<file path="config.mk">
export PLATFORM = sky130hd
export DESIGN_NAME = cordic_vector_flat
export DESIGN_NICKNAME = d
export VERILOG_FILES = /design/src/rtl/cordic_vector_if.sv /design/src/rtl/cordic_vector.sv /design/src/flat_wrapper.sv
export SDC_FILE = /design/constraint.sdc
export NUM_CORES = 1
export LEC_CHECK = 0
export CAP_MARGIN = 10
export CORE_ASPECT_RATIO = 1.1
export CORE_MARGIN = 5
export CORE_UTILIZATION = 62
export CTS_CLUSTER_SIZE = 30
export DETAILED_ROUTE_END_ITERATION = 10
export PLACE_DENSITY = 0.86
export SETUP_SLACK_MARGIN = 0.02
export SLEW_MARGIN = 20
export SYNTH_ARGS = -nofsm -noshare
export SYNTH_HDL_FRONTEND = slang
export SYNTH_SLANG_ARGS = --single-unit
</file>
<file path="constraint.sdc">
create_clock -name clk -period 6.8 [get_ports clk]
set_input_delay 0.68 -clock clk [delete_from_list [all_inputs] [get_ports clk]]
set_output_delay 0.68 -clock clk [all_outputs]
set_load 0.05 [all_outputs]
</file>
<file path="src/rtl/cordic_vector_if.sv">
// Handshake bus for the CORDIC vectoring block: an input vector in, magnitude/phase out.
interface cordic_vector_if #(
    parameter int DWIDTH = 16
);
    logic                     in_valid;
    logic                     in_ready;
    logic signed [DWIDTH-1:0] x_in;
    logic signed [DWIDTH-1:0] y_in;
    logic                     out_valid;
    logic                     out_ready;
    logic        [DWIDTH+1:0] mag;
    logic        [31:0]       phase;

    modport master (
        output in_valid, x_in, y_in, out_ready,
        input  in_ready, out_valid, mag, phase
    );

    modport slave (
        input  in_valid, x_in, y_in, out_ready,
        output in_ready, out_valid, mag, phase
    );
endinterface

</file>
<file path="src/rtl/cordic_vector.sv">
// Iterative CORDIC vectoring: rotates (x,y) onto the +x axis, one micro-rotation per
// cycle, yielding the gain-scaled magnitude and atan2 phase (2^32 = full turn).
module cordic_vector #(
    parameter int DWIDTH = 16,
    parameter int ITER   = 16
) (
    input  logic            clk,
    input  logic            rst,
    cordic_vector_if.slave  bus
);
    localparam int WW = DWIDTH + 2;
    localparam logic [4:0] LAST = 5'(ITER - 1);

    localparam logic [1:0] S_IDLE = 2'd0;
    localparam logic [1:0] S_RUN  = 2'd1;
    localparam logic [1:0] S_DONE = 2'd2;

    logic [1:0]           state;
    logic [4:0]           cnt;
    logic signed [WW-1:0] x, y;
    logic signed [31:0]   z;
    logic                 zero_in;
    logic [WW-1:0]        mag_r;
    logic [31:0]          phase_r;
    logic                 out_valid_r;

    function automatic logic signed [31:0] atan_lut(input logic [4:0] i);
        case (i)
            5'd0:  atan_lut = 32'h2000_0000;
            5'd1:  atan_lut = 32'h12E4_051D;
            5'd2:  atan_lut = 32'h09FB_385B;
            5'd3:  atan_lut = 32'h0511_11D4;
            5'd4:  atan_lut = 32'h028B_0D43;
            5'd5:  atan_lut = 32'h0145_D7E1;
            5'd6:  atan_lut = 32'h00A2_F61E;
            5'd7:  atan_lut = 32'h0051_7C55;
            5'd8:  atan_lut = 32'h0028_BE53;
            5'd9:  atan_lut = 32'h0014_5F2F;
            5'd10: atan_lut = 32'h000A_2F98;
            5'd11: atan_lut = 32'h0005_17CC;
            5'd12: atan_lut = 32'h0002_8BE6;
            5'd13: atan_lut = 32'h0001_45F3;
            5'd14: atan_lut = 32'h0000_A2FA;
            5'd15: atan_lut = 32'h0000_517D;
            5'd16: atan_lut = 32'h0000_28BE;
            5'd17: atan_lut = 32'h0000_145F;
            5'd18: atan_lut = 32'h0000_0A30;
            5'd19: atan_lut = 32'h0000_0518;
            5'd20: atan_lut = 32'h0000_028C;
            5'd21: atan_lut = 32'h0000_0146;
            5'd22: atan_lut = 32'h0000_00A3;
            5'd23: atan_lut = 32'h0000_0051;
            5'd24: atan_lut = 32'h0000_0029;
            5'd25: atan_lut = 32'h0000_0014;
            5'd26: atan_lut = 32'h0000_000A;
            5'd27: atan_lut = 32'h0000_0005;
            5'd28: atan_lut = 32'h0000_0003;
            5'd29: atan_lut = 32'h0000_0001;
            5'd30: atan_lut = 32'h0000_0001;
            default: atan_lut = 32'h0000_0000;
        endcase
    endfunction

    // Pre-rotate left-half-plane inputs by +/-90 deg so the micro-rotations converge.
    logic signed [WW-1:0] xe, ye, x_ld, y_ld;
    logic signed [31:0]   z_ld;
    assign xe = {{2{bus.x_in[DWIDTH-1]}}, bus.x_in};
    assign ye = {{2{bus.y_in[DWIDTH-1]}}, bus.y_in};

    always_comb begin
        x_ld = xe;
        y_ld = ye;
        z_ld = '0;
        if (xe < 0) begin
            if (ye >= 0) begin
                x_ld = ye;
                y_ld = -xe;
                z_ld = 32'sh4000_0000;
            end else begin
                x_ld = -ye;
                y_ld = xe;
                z_ld = 32'shC000_0000;
            end
        end
    end

    logic signed [WW-1:0] xs, ys, x_nx, y_nx;
    logic signed [31:0]   ang, z_nx;
    assign xs  = x >>> cnt;
    assign ys  = y >>> cnt;
    assign ang = atan_lut(cnt);

    always_comb begin
        if (y[WW-1]) begin
            x_nx = x - ys;
            y_nx = y + xs;
            z_nx = z - ang;
        end else begin
            x_nx = x + ys;
            y_nx = y - xs;
            z_nx = z + ang;
        end
    end

    assign bus.in_ready  = (state == S_IDLE);
    assign bus.out_valid = out_valid_r;
    assign bus.mag       = mag_r;
    assign bus.phase     = phase_r;

    always_ff @(posedge clk or posedge rst) begin
        if (rst) begin
            state       <= S_IDLE;
            cnt         <= '0;
            x           <= '0;
            y           <= '0;
            z           <= '0;
            zero_in     <= 1'b0;
            mag_r       <= '0;
            phase_r     <= '0;
            out_valid_r <= 1'b0;
        end else begin
            case (state)
                S_IDLE: if (bus.in_valid) begin
                    x       <= x_ld;
                    y       <= y_ld;
                    z       <= z_ld;
                    zero_in <= (bus.x_in == '0) && (bus.y_in == '0);
                    cnt     <= '0;
                    state   <= S_RUN;
                end
                S_RUN: begin
                    x   <= x_nx;
                    y   <= y_nx;
                    z   <= z_nx;
                    cnt <= cnt + 5'd1;
                    if (cnt == LAST) begin
                        // A zero vector has no defined angle; report 0/0 rather than the table sum.
                        mag_r       <= zero_in ? '0 : x_nx;
                        phase_r     <= zero_in ? '0 : z_nx;
                        out_valid_r <= 1'b1;
                        state       <= S_DONE;
                    end
                end
                S_DONE: if (bus.out_ready) begin
                    out_valid_r <= 1'b0;
                    state       <= S_IDLE;
                end
                default: state <= S_IDLE;
            endcase
        end
    end
endmodule

</file>
<file path="src/flat_wrapper.sv">
// flat-port wrapper written by rule: the top's interface ports become plain ports
module cordic_vector_flat 
#(
    parameter int DWIDTH = 16,
    parameter int ITER   = 16
)
  (clk, rst, bus_in_valid, bus_x_in, bus_y_in, bus_out_ready, bus_in_ready, bus_out_valid, bus_mag, bus_phase);
  cordic_vector_if #(.DWIDTH(DWIDTH)) bus_i ();
  input  logic clk;
  input  logic rst;
  input wire logic [$bits(bus_i.in_valid)-1:0] bus_in_valid;
  input wire logic [$bits(bus_i.x_in)-1:0] bus_x_in;
  input wire logic [$bits(bus_i.y_in)-1:0] bus_y_in;
  input wire logic [$bits(bus_i.out_ready)-1:0] bus_out_ready;
  output wire logic [$bits(bus_i.in_ready)-1:0] bus_in_ready;
  output wire logic [$bits(bus_i.out_valid)-1:0] bus_out_valid;
  output wire logic [$bits(bus_i.mag)-1:0] bus_mag;
  output wire logic [$bits(bus_i.phase)-1:0] bus_phase;
  assign bus_i.in_valid = bus_in_valid;
  assign bus_i.x_in = bus_x_in;
  assign bus_i.y_in = bus_y_in;
  assign bus_i.out_ready = bus_out_ready;
  assign bus_in_ready = bus_i.in_ready;
  assign bus_out_valid = bus_i.out_valid;
  assign bus_mag = bus_i.mag;
  assign bus_phase = bus_i.phase;
  cordic_vector #(.DWIDTH(DWIDTH), .ITER(ITER)) u_core (.clk(clk), .rst(rst), .bus(bus_i));
endmodule
</file>
==> impl_metrics.json <==
{
  "status": "completed",
  "yosysSeqAreaShare_pct": 24.1,
  "grt_pass1_wl_um": 69800,
  "hold_viol": 0,
  "tritoncts": "done",
  "grt_max_degree": 80,
  "antenna_found_initial": 0,
  "post_cts_buffers": 0,
  "numPortBuffers": 87,
  "finalCritPeriodShare_pct": 93.3,
  "first_pass_iters": 7,
  "holdPathEnd": "u_core.bus.phase[6]",
  "worst_pin_slew_ns": 1.05,
  "grt_pass1_vias": 12898,
  "cts_sinks": 127,
  "reg2reg_depth": 19,
  "r2r-start": "u_core.cnt[0]",
  "worstReg2RegEnd": "u_core.bus.phase[30]",
  "async_flop_share_pct": 100,
  "worstPathMaxFanout": 21,
  "path_clk_slew_ns": 0.07,
  "cp_top_family": "compound AO/OA/AOI/OAI gates",
  "relSlewSlack_pct": 29.9,
  "start_util_pct": 62.4,
  "stdcell_count": 1953,
  "slew_violations": 0,
  "clk_path_buf_depth": 2,
  "min_from": "u_core.bus.phase[6]",
  "drt-initial-drc-count": 1805,
  "via_per_inst": 6.85,
  "reg2reg_slack_ns": 0.45,
  "post-route-min-period_ns": 6.35,
  "cp_slowest_cell": "o311ai_0",
  "hold_path.class": "register to register",
  "grt_overflow": 0,
  "tns_ns": 0,
  "ys_types": 94,
  "wirelength_um": 44200,
  "fmax_mhz": 158,
  "layout.nets": 1769,
  "synth-main-ff-cell": "dfrtp_1",
  "place.gp.congestion": 1.05,
  "std_cell_rows": 56,
  "place_ws_ns": 0.564,
  "routedWlPerCell_um": 22.6,
  "cpPeakStageDelay_ns": 0.74,
  "antennaDiodeCount": 0,
  "postCtsHoldBufs": 0,
  "die_h_um": 163,
  "drcViolationCount": 0,
  "critPathLaunchType": "register",
  "yosysWarnings": 0,
  "skew_ns": 0.0206,
  "path_buf_inv": 1,
  "synth_cells": 1627,
  "fin_ws_ns": 0.453,
  "num_vias": 13375,
  "end_kind": "register",
  "dp_cells": 1921,
  "critPathArrivalTime_ns": 6.68,
  "ant_nets": 0,
  "syn_to_final_growth_pct": 12.2,
  "synth_fp_nets": 1746,
  "syn_area_per_cell_sq_um": 8.11,
  "drive_above_1_share_pct": 7.82,
  "rsz0062_at_grt": "false",
  "criticalPathCategory": "register to register",
  "maxCapViolCount": 0,
  "die_area_sq_um": 24300,
  "track_usage_pct": 36.1,
  "synth_seq_cells": 127,
  "worstPathRequired_ns": 7.13,
  "finalSetupViolCount": 0,
  "cts_buffers": 17,
  "root_buffer": "clkbuf_16",
  "hold_depth": 2,
  "path_cells": "inv_2, ha_1, nor2b_1, o311ai_0, nor2_1, and2_1, and3_1, or2_2, xor2_1, ha_1, a21oi_1, nand2_1, a21o_1, a221o_1, a2111oi_1, o31a_1, o21ai_0, xor2_1, a22o_1",
  "syn_area_sq_um": 13200,
  "clk_latency_ns": 0.45,
  "die_w_um": 149,
  "cts.htree.levels": 4,
  "dpl.hpwl_um": 31900,
  "coreArea_sq_um": 21200,
  "synth-edff-count": 0,
  "top_level_ports": 88
}
## synthesized netlist by cell type (all sizes together) (6+ instances only)
| cell type | n | area, sq um |
|---|---|---|
| mux2i | 44 | 440 |
| nand2 | 170 | 641 |
| or3 | 13 | 86.3 |
| a221o | 7 | 70.1 |
| nor2 | 135 | 514 |
| buf | 37 | 219 |
| nand2b | 22 | 138 |
| o22ai | 18 | 113 |
| nor3 | 34 | 170 |
| clkbuf | 79 | 297 |
| o21a | 16 | 120 |
| ha | 80 | 1000 |
| or2 | 10 | 62.6 |
| dfrtp | 127 | 3180 |
| a31oi | 19 | 119 |
| nand3 | 46 | 235 |
| nand4 | 6 | 37.5 |
| a211oi | 42 | 320 |
| xnor2 | 75 | 657 |
| and2 | 14 | 87.6 |
| a22o | 35 | 307 |
| and3 | 7 | 43.8 |
| a21oi | 128 | 641 |
| o31ai | 24 | 180 |
| o221ai | 7 | 61.3 |
| a21o | 19 | 143 |
| o21ai | 124 | 621 |
| xor2 | 49 | 429 |
| a311oi | 7 | 61.3 |
| inv | 42 | 158 |
| mux4 | 28 | 646 |
| o211ai | 13 | 97.6 |
| a221oi | 6 | 52.6 |
| o2bb2ai | 6 | 52.6 |
| a22oi | 15 | 113 |
| o21bai | 10 | 75.1 |
| nor2b | 24 | 150 |
## what timing repair did
action | CTS | global route
endpoints found under the hold margin | 0 | 0
resized for setup | 0 | 1
endpoints found under the setup margin | 0 | 2
## layout make-up
cell class                      instances  area, sq um
Clock inverter                         15          190
Sequential cell                       127         3180
Multi-Input combinational cell       1340         9360
Timing Repair Buffer                  120         1110
Tap cell                              290          363
Inverter                               44          168
Fill cell                            1726         6350
Clock buffer                           17          425
## worst register-to-register path, cell delays in order, from the launching register on
cell       delay (ns)
dfrtp_2          0.62
inv_2            0.22
ha_1             0.42
nor2b_1          0.23
o311ai_0         0.74
nor2_1           0.15
and2_1           0.24
and3_1           0.22
or2_2            0.32
xor2_1           0.16
ha_1             0.38
a21oi_1          0.23
nand2_1          0.12
a21o_1           0.23
a221o_1          0.34
a2111oi_1        0.74
o31a_1           0.34
o21ai_0          0.15
xor2_1           0.17
a22o_1           0.21
## state kept, by name, summed over array words and instances (netlist names), 2 cells and up
| register | count |
|---|---|
| u_core.y | 18 |
| u_core.bus.mag | 18 |
| u_core.bus.phase | 32 |
| u_core.cnt | 5 |
| u_core.state | 2 |
| u_core.z | 32 |
| u_core.x | 18 |
## through the flow
step / util [%] / hold WS (ns) / area, sq um
floorplan: - / 0.467 / 13200
global placement: 67.0 / 0.460 / 14200
detailed placement: 67.0 / 0.469 / 14200
CTS: 69.9 / 0.483 / 14800
global route: 70.0 / 0.508 / 14800
finish: 70.0 / 0.477 / 14800
## kinds of logic (layout without fill, tap and decap cells)
kind of cell | count (synthesis) | count (layout) | share of synthesized area (%)
buffers and inverters | 160 | 196 | 5.16
and+or+nand+nor | 507 | 507 | 18.0
adders and majority gates | 83 | 83 | 8.04
xor gates and xnor gates | 126 | 126 | 8.57
muxes | 77 | 77 | 8.65
AOI/OAI and AO/OA | 547 | 547 | 27.5
DFF | 127 | 127 | 24.1
## layout by cell type (no fill, tap or decap), types with 7 or more instances in the layout
cell and n:
buf_4 33, or2_2 9, a22oi_1 15, o211ai_1 13, a21oi_1 128, o21ai_0 122
mux4_2 24, a221o_1 7, a211oi_1 41, a311oi_1 7, nor2b_1 23, and2_1 13
nor2_1 133, inv_1 39, clkbuf_16 17, or3_1 12, a21o_1 19, and3_1 7
nor3_1 34, nand3_1 45, nand2b_1 22, xnor2_1 75, o31ai_1 24, dfrtp_1 123
a22o_1 35, mux2i_1 44, o21bai_1 10, ha_1 80, o21a_1 16, clkdlybuf4s50_1 86
xor2_1 49, o22ai_1 18, o221ai_1 7, nand2_1 167, a31oi_1 19
## metal layers
layer | global-route usage, % | part of all wire [%]
met1 | 43.5 | 37
met2 | 60.6 | 48
met3 | 6.63 | 8.5
met4 | 20.9 | 6.9
met5 | 0 | 0
## worst max path at each step
stage / start / end / slack (ns) / cells past startpoint
6_report: u_core.cnt[0] / u_core.bus.phase[30] / 0.45 / 19
3_3_place_gp: u_core.cnt[1] / u_core.bus.phase[30] / 0.72 / 18
5_1_grt: u_core.cnt[0] / u_core.bus.phase[30] / 0.04 / 19
3_5_place_dp: u_core.cnt[1] / u_core.bus.phase[30] / 0.56 / 19
4_1_cts: u_core.cnt[2] / u_core.x[17] / 0.51 / 23
2_1_floorplan: u_core.cnt[1] / u_core.bus.phase[30] / 0.99 / 23
Power is left out: the tool's default activity adds up to more than one toggle a clock period on the data nets, which glitch-free logic cannot reach.
